--- src/rtl/paddle_ctrl.sv ---
// Pong paddle controller: synchronises and debounces four buttons, runs two paddle motion FSMs.
// Optional hold-to-accelerate (FAST states, hold counter) is compiled in when PADDLE_ACCEL_EN is defined.
module paddle_ctrl #(
    parameter int V_ACTIVE        = 480,
    parameter int PADDLE_H        = 64,
    parameter int STEP            = 4,
    parameter int DEBOUNCE_FRAMES = 3,
    parameter int ACCEL_FRAMES    = 16,
    parameter int POS_W           = 10
) (
    input  logic             clk,
    input  logic             rst,
    input  logic             frame,
    input  logic             btn_l_up,
    input  logic             btn_l_dn,
    input  logic             btn_r_up,
    input  logic             btn_r_dn,
    output logic [POS_W-1:0] pos_l,
    output logic [POS_W-1:0] pos_r,
    output logic             moving_l,
    output logic             moving_r
);

    localparam int CNT_W = 4;
    localparam logic [POS_W-1:0]   POS_RESET = POS_W'((V_ACTIVE - PADDLE_H) / 2);
    localparam logic signed [POS_W:0] MAX_S  = (POS_W+1)'(V_ACTIVE - PADDLE_H);
    localparam logic signed [POS_W:0] SLOW_S = (POS_W+1)'(STEP);
`ifdef PADDLE_ACCEL_EN
    localparam logic signed [POS_W:0] FAST_S = (POS_W+1)'(2 * STEP);

    typedef enum logic [2:0] {IDLE, SLOW_UP, FAST_UP, SLOW_DN, FAST_DN} state_t;
`else
    typedef enum logic [1:0] {IDLE, SLOW_UP, SLOW_DN} state_t;
`endif

    // Button index: 0 = left up, 1 = left down, 2 = right up, 3 = right down.
    logic [3:0]       raw;
    logic [3:0]       sync_a;
    logic [3:0]       sync_b;
    logic [3:0]       stable;
    logic [CNT_W-1:0] db_cnt [4];
    logic [POS_W-1:0] pos_arr [2];
    logic [1:0]       moving_arr;

    assign raw = {btn_r_dn, btn_r_up, btn_l_dn, btn_l_up};

    always_ff @(posedge clk) begin
        if (rst) begin
            sync_a <= '0;
            sync_b <= '0;
        end else begin
            sync_a <= raw;
            sync_b <= sync_a;
        end
    end

    // A change is accepted only after DEBOUNCE_FRAMES consecutive differing frame samples.
    always_ff @(posedge clk) begin
        if (rst) begin
            stable <= '0;
            for (int i = 0; i < 4; i++) db_cnt[i] <= '0;
        end else if (frame) begin
            for (int i = 0; i < 4; i++) begin
                if (sync_b[i] != stable[i]) begin
                    if (db_cnt[i] == CNT_W'(DEBOUNCE_FRAMES - 1)) begin
                        stable[i] <= sync_b[i];
                        db_cnt[i] <= '0;
                    end else begin
                        db_cnt[i] <= db_cnt[i] + 1'b1;
                    end
                end else begin
                    db_cnt[i] <= '0;
                end
            end
        end
    end

    for (genvar p = 0; p < 2; p++) begin : g_paddle
        state_t                  state;
        state_t                  state_nx;
        logic [POS_W-1:0]        pos;
        logic [POS_W-1:0]        pos_nx;
        logic signed [POS_W:0]   cur;
        logic signed [POS_W:0]   moved;
        logic                    req_up;
        logic                    req_dn;
`ifdef PADDLE_ACCEL_EN
        logic [7:0]              hold;
        logic [7:0]              hold_nx;
`endif

        // Requests come from the debounced bits as they stood before this strobe.
        assign req_up = stable[2*p]   & ~stable[2*p+1];
        assign req_dn = stable[2*p+1] & ~stable[2*p];

        always_comb begin
            state_nx = state;
`ifdef PADDLE_ACCEL_EN
            hold_nx  = hold;
`endif
            if (frame) begin
                case (state)
                    SLOW_UP: begin
                        if (req_up) begin
`ifdef PADDLE_ACCEL_EN
                            if (hold + 8'd1 == 8'(ACCEL_FRAMES)) begin
                                state_nx = FAST_UP;
                                hold_nx  = '0;
                            end else begin
                                hold_nx  = hold + 8'd1;
                            end
`else
                            state_nx = SLOW_UP;
`endif
                        end else begin
                            state_nx = req_dn ? SLOW_DN : IDLE;
`ifdef PADDLE_ACCEL_EN
                            hold_nx  = '0;
`endif
                        end
                    end
                    SLOW_DN: begin
                        if (req_dn) begin
`ifdef PADDLE_ACCEL_EN
                            if (hold + 8'd1 == 8'(ACCEL_FRAMES)) begin
                                state_nx = FAST_DN;
                                hold_nx  = '0;
                            end else begin
                                hold_nx  = hold + 8'd1;
                            end
`else
                            state_nx = SLOW_DN;
`endif
                        end else begin
                            state_nx = req_up ? SLOW_UP : IDLE;
`ifdef PADDLE_ACCEL_EN
                            hold_nx  = '0;
`endif
                        end
                    end
`ifdef PADDLE_ACCEL_EN
                    FAST_UP: begin
                        state_nx = req_up ? FAST_UP : (req_dn ? SLOW_DN : IDLE);
                        hold_nx  = '0;
                    end
                    FAST_DN: begin
                        state_nx = req_dn ? FAST_DN : (req_up ? SLOW_UP : IDLE);
                        hold_nx  = '0;
                    end
`endif
                    default: begin
                        state_nx = req_up ? SLOW_UP : (req_dn ? SLOW_DN : IDLE);
`ifdef PADDLE_ACCEL_EN
                        hold_nx  = '0;
`endif
                    end
                endcase
            end
        end

        // Move by the step of the state being entered; one extra bit lets underflow clamp to 0.
        always_comb begin
            cur   = {1'b0, pos};
            moved = cur;
            case (state_nx)
                SLOW_UP: moved = cur - SLOW_S;
                SLOW_DN: moved = cur + SLOW_S;
`ifdef PADDLE_ACCEL_EN
                FAST_UP: moved = cur - FAST_S;
                FAST_DN: moved = cur + FAST_S;
`endif
                default: moved = cur;
            endcase
            if (moved < 0)
                pos_nx = '0;
            else if (moved > MAX_S)
                pos_nx = MAX_S[POS_W-1:0];
            else
                pos_nx = moved[POS_W-1:0];
            if (!frame)
                pos_nx = pos;
        end

        always_ff @(posedge clk) begin
            if (rst) begin
                state <= IDLE;
                pos   <= POS_RESET;
`ifdef PADDLE_ACCEL_EN
                hold  <= '0;
`endif
            end else begin
                state <= state_nx;
                pos   <= pos_nx;
`ifdef PADDLE_ACCEL_EN
                hold  <= hold_nx;
`endif
            end
        end

        assign pos_arr[p]    = pos;
        assign moving_arr[p] = (state != IDLE);
    end

    assign pos_l    = pos_arr[0];
    assign pos_r    = pos_arr[1];
    assign moving_l = moving_arr[0];
    assign moving_r = moving_arr[1];

endmodule
--- config.mk ---
export PLATFORM = sky130hd
export DESIGN_NAME = paddle_ctrl
export DESIGN_NICKNAME = d
export VERILOG_FILES = /design/src/rtl/paddle_ctrl.sv
export SDC_FILE = /design/constraint.sdc
export NUM_CORES = 1
export LEC_CHECK = 0
export CORE_MARGIN = 2
export CORE_UTILIZATION = 40
export CTS_BUF_LIST = sky130_fd_sc_hd__clkbuf_4 sky130_fd_sc_hd__clkbuf_8 sky130_fd_sc_hd__clkbuf_16
export CTS_CLUSTER_SIZE = 40
export DETAILED_ROUTE_END_ITERATION = 10
export PLACE_DENSITY_LB_ADDON = 0.2
export SETUP_SLACK_MARGIN = 0.1
export SYNTH_ARGS = -nofsm -noshare
export SYNTH_HDL_FRONTEND = slang
export SYNTH_SLANG_ARGS = --single-unit
export TNS_END_PERCENT = 50
--- constraint.sdc ---
create_clock -name clk -period 10.15 [get_ports clk]
set_input_delay 2.03 -clock clk [delete_from_list [all_inputs] [get_ports clk]]
set_output_delay 2.03 -clock clk [all_outputs]
set_load 0.02 [all_outputs]
== Word level (Yosys, flattened, before mapping) ==
Memories as Yosys holds them, arrays and structs flattened.
Index checks and enable logic that the tools add are counted.
Operators by class
  order comparisons: 4
  reductions and logical operators: 6
  eq/ne operators: 14
  bitwise gates (word level): 20
  muxes and demuxes: 88
  add/sub/neg operators: 8
Operators by type and width (count)
  $mux W1: 60
  $mux W4: 12
  $pmux W11 S2: 2
  $mux W10: 4
  $add A10 B3 Y11 const B: 2
  $gt A11 B10 Y1 const B: 2
  $lt A11 B1 Y1 const B: 2
  $sub A10 B3 Y11 const B: 2
  $mux W2: 10
  $add A4 B1 Y4 const B: 4
  $eq A4 B2 Y1 const B: 4
  $or A1 B1 Y1: 12
  $reduce_and A3 Y1: 4
  $eq A2 B2 Y1 const B: 4
  $and A1 B1 Y1: 4
  $eq A2 B1 Y1 const B: 2
  $ne A1 B1 Y1: 4
  $not A1 Y1: 4
  $reduce_bool A2 Y1: 2
Storage, ports and cells
  input port bits: 7
  output and inout port bits: 22
  bits in writable memories: 16
  memories kept: 1
  flip-flop bits (word level): 36
Memories
  db_cnt: words 4, bits a word 4, rd ports 4, clocked after memory_dff 0, write ports 4, RTL line 41  | logic [CNT_W-1:0] db_cnt [4];

== Logic depth before layout (Yosys ltp) ==
  depth in word-level cells: 11
  gate-level depth with buffers: 15
  gate-level depth less buffers: 13

== Worst setup path before layout ==
OpenSTA, ideal clock, no wires.
  kind: input to register
  start: input frame
  end: register g_paddle[0].pos[2] (netlist: pos_l[2])
  path slack: 5.081 ns
  buffers on the path: 2
  data arrival time: 4.994 ns
  setup time: 0.075 ns
  stages: 14
  cells stage by stage: inv_1 > clkbuf_1 > buf_1 > a21oi_1 > ha_1 > inv_1 > ha_1 > a21o_1 > a21oi_1 > mux2_2 > a211o_1 > nor3b_1 > or3_1 > o22ai_1
On the way
  word-level cells in the longest chain between the ends: 6
  elaborated cells on any way between the ends: 8
  classes of those cells: order compare (2); eq/ne (2); mux (4)
Ends and longest elaborated chain
  start, declared: RTL line 13  | input logic frame,
  $mux W2: RTL line 101  | if (frame) begin
  $eq A2 B2 Y1 or $eq A2 B1 Y1 (tied branches): RTL line 165  | case (state_nx)
  $pmux W11 S2: RTL line 165
  $gt A11 B10 Y1: RTL line 176  | else if (moved > MAX_S)
  $mux W10: RTL line 176
  $mux W10: RTL line 174  | if (moved < 0)
  end signal, assigned: RTL line 193  | pos <= pos_nx;
  end, declared: RTL line 81  | logic [POS_W-1:0] pos;
Several ways; a longest one is shown, not always the timed one.
A chain may end at the register's enable or synchronous reset.

== Final worst setup path ==
Ends and elaborated chain as after synthesis.

==> reports/qor.txt <==
POWER
----------------------------------------------------------------------------------------------------
Total power consumption of the routed design ..........................................       407 uW
Power density normalized to cell area .................................................   116 nW/um2
P_leak ................................................................................   0.00140 uW
Worst VDD drop ........................................................................    0.0716 mV

CLOCK NETWORK
----------------------------------------------------------------------------------------------------
Root Driver ...........................................................................     clkbuf_8
TritonCTS clock tree ..................................................................         done
TritonCTS Buffers .....................................................................            5
Number of H-tree levels ...............................................................            2
Clk_lat worst skew ....................................................................       300 ps
CTS-repair resized insts ..............................................................            0
Hold buffer count at CTS ..............................................................            0
Number of buffers added for setup after CTS ...........................................            0
Buffers from clock root to sink, at most ..............................................            2
Clock-pin slew reported for the worst setup and hold paths after clock tree synthesis .        90 ps
Num Clock Sinks .......................................................................           48

PLACEMENT
----------------------------------------------------------------------------------------------------
Routability congestion estimate from global placement .................................        0.896
Post-placement setup slack ............................................................      3810 ps
DP Wirelength .........................................................................      4.96 mm
PortBufs ..............................................................................           24

SETUP PATH
----------------------------------------------------------------------------------------------------
Critical Path Source Type .............................................................   input port
Crit Path Max Fanout ..................................................................           20
RR Startpoint .........................................................................    stable[0]
Critical Path RT ......................................................................     10380 ps
Capturing element type of the critical path ...........................................         flop
Critical Path AT ......................................................................      6320 ps
Slack of the worst reg-to-reg path ....................................................      6770 ps
Critical path class ................................................................... input port to flop
Logic depth of the worst register-to-register path ....................................           12
Worst r2r dst .........................................................................     pos_l[2]

SYNTHESIS
----------------------------------------------------------------------------------------------------
Post-synth EDFFs ......................................................................           16
Synth cell types ......................................................................           62
Commonest cells in the netlist ........................................................ nor2_1, dfxtp_1, ha_1, nand2_1, a21oi_1
Share of Yosys cell area claimed by the top area cell type ............................        0.208
Largest area contributor in the synthesized netlist ...................................      dfxtp_1
Syn Area/Cell .........................................................................     8.82 um2
Number of warnings printed during yosys synthesis .....................................            0
Synthesized cell area .................................................................     3090 um2
Async S/R FF share, synth .............................................................            0
Leading cell types by total area after synthesis ...................................... dfxtp_1, edfxtp_1, ha_1
Count of mapped cells out of synthesis ................................................          350
Register bit count reported by yosys ..................................................           48
Proportion of synthesized chip area in sequential cells ...............................        0.363
Most numerous cell in the Yosys netlist ...............................................       nor2_1
Top flip-flop cell by instance count after synthesis ..................................      dfxtp_1

DETAILED ROUTING
----------------------------------------------------------------------------------------------------
Initial DRC Count .....................................................................           66
Initial DRT Pass Iterations ...........................................................            4
DR WL/cell ............................................................................      14.2 um
ANT nets after route ..................................................................            0
Final wirelength ......................................................................      6.71 mm
DR DRC count ..........................................................................            0
Routed via count divided by cell count ................................................         5.33
Detailed-route via count ..............................................................         2523

TIMING
----------------------------------------------------------------------------------------------------
Upper clock frequency limit ...........................................................      164 MHz
Sum of negative setup slack ...........................................................         0 ps
Slew at the pin closest to its max-slew limit .........................................       638 ps
Largest clock skew in the final design ................................................      4.71 ps
Worst relative slew slack .............................................................        0.574
Hold_ws ...............................................................................       453 ps
Max-slew violation count ..............................................................            0
Endpoints failing hold ................................................................            0
Final worst-path cycle share ..........................................................        0.600
RSZ-0062 raised after global routing ..................................................        false
Post-route worst setup slack ..........................................................      4060 ps
Final critical-path required period ...................................................      6090 ps
Number of setup violations in the final report ........................................            0

FINISH
----------------------------------------------------------------------------------------------------
Growth of design area from synthesis to finish ........................................        14.1%
Count of antenna diodes in the layout .................................................            0
Final-stage net count .................................................................          403
Ratio of cells with drive above 1 in the final layout .................................       0.0512

WORST HOLD PATH
----------------------------------------------------------------------------------------------------
Hold path startpoint ..................................................................    sync_a[3]
Hold-critical path depth ..............................................................            1
Path type of the worst min-delay path ................................................. flop to flop
Hold worst-path end ...................................................................    sync_b[3]

FLOORPLAN
----------------------------------------------------------------------------------------------------
Chip height ...........................................................................      91.8 um
DIE WIDTH .............................................................................      91.8 um
CORE AREA .............................................................................     7610 um2
Overall die area ......................................................................     8430 um2
Ports .................................................................................           29
Effective utilization at floorplan ....................................................        0.406
Number of core rows ...................................................................           32

GLOBAL ROUTE
----------------------------------------------------------------------------------------------------
Remaining global-route overflow .......................................................            0
Overall fraction of global-route tracks in use ........................................        0.161
Number of antenna violations at the first check in global routing .....................            0
First-pass GRT wire length ............................................................      11.2 mm
Via count of the first global-routing pass ............................................         2416
Maximum number of pins on one net before global-route repair ..........................           28

OUTCOME
----------------------------------------------------------------------------------------------------
Status ................................................................................    completed

RUN
----------------------------------------------------------------------------------------------------
Max capacitance violation total .......................................................            0

[metrics by stage]
step,util,cells,cell area [um2]
floorplan,-,353,3100
global placement,0.447,465,3400
detailed placement,0.447,465,3400
CTS,0.463,473,3520
global route,0.463,473,3520
finish,0.463,473,3520
[where the power goes]
| part | switching, uW | internal [uW] |
|---|---|---|
| logic | 29.1 | 20.9 |
| registers | 6.08 | 205 |
| clock network | 65.5 | 80.6 |
| total | 101 | 306 |
[layer usage]
layer  wire length, um  global-route usage  share of wire  vias to the layer above
met5                 0                   0              0                        -
met4                46              0.0373         0.0069                        0
met3               202              0.0312          0.030                        4
met2              3130               0.265           0.47                       38
met1              3330               0.218           0.50                     1187
li1                  -                   -              -                     1294
[worst max-delay path by stage]
stage	startpoint	end	slack, ps	depth (start not counted)
final	frame	pos_l[2]	4060	14
after global routing	frame	pos_l[2]	3790	14
after CTS	frame	pos_l[2]	4120	14
after detailed placement	frame	pos_l[2]	3810	14
after global placement	frame	pos_l[2]	3850	14
after floorplan	frame	pos_l[2]	5080	14
[sequential cells by signal (all words and copies together) (netlist names)]
| name | cells |
|---|---|
| db_cnt | 16 |
| pos_l | 8 |
| pos_r | 8 |
| g_paddle.state | 4 |
| stable | 4 |
| sync_a | 4 |
| sync_b | 4 |
[cell type report]
cell class / count / area, um2
clock buffers: 6 / 82.6
flip-flops and latches: 48 / 1120
inverters: 18 / 67.6
fillers: 751 / 4090
multi-input cells: 272 / 1840
repair buffers: 25 / 248
clock inverters: 2 / 38.8
well taps: 102 / 128
[placed cells by master, fill, tap and decap left out, types with 4 or more instances in the layout]
| master | Yosys | routed |
|---|---|---|
| a21oi_1 | 20 | 20 |
| and2_1 | 5 | 5 |
| inv_1 | 18 | 18 |
| xnor2_1 | 10 | 10 |
| nor3b_1 | 5 | 5 |
| nand2b_1 | 7 | 7 |
| a211oi_1 | 5 | 5 |
| dfxtp_1 | 32 | 32 |
| o211ai_1 | 4 | 4 |
| clkbuf_8 | 0 | 6 |
| clkdlybuf4s50_1 | 0 | 24 |
| edfxtp_1 | 16 | 16 |
| xor2_1 | 6 | 6 |
| nor2b_1 | 11 | 11 |
| or4_1 | 5 | 5 |
| nand4_1 | 5 | 5 |
| conb_1 | 1 | 4 |
| nand2_1 | 24 | 24 |
| nand3_1 | 13 | 13 |
| nor2_1 | 43 | 43 |
| ha_1 | 24 | 24 |
| mux2i_1 | 6 | 6 |
| o21ai_0 | 15 | 15 |
[critical path, stage by stage]
cell and delay, ps:
clkdlybuf4s50_1 840, inv_1 440, nor3b_1 290, a21oi_1 80, ha_1 300, inv_1 220, ha_1 320, and2b_1 210
o31ai_2 280, a32oi_1 210, xnor2_1 190, or4_1 400, or3_1 340, o22ai_1 160
[kinds of logic after synthesis]
logic type	after synthesis	synth area share
simple gates	135	0.223
xor+xnor	16	0.0454
mux	8	0.0268
other cells	1	0.00122
compound gates	83	0.184
flops	48	0.363
fa+ha+maj	26	0.110
buf+inv	33	0.0454
Power figures use the tool's default switching activity.
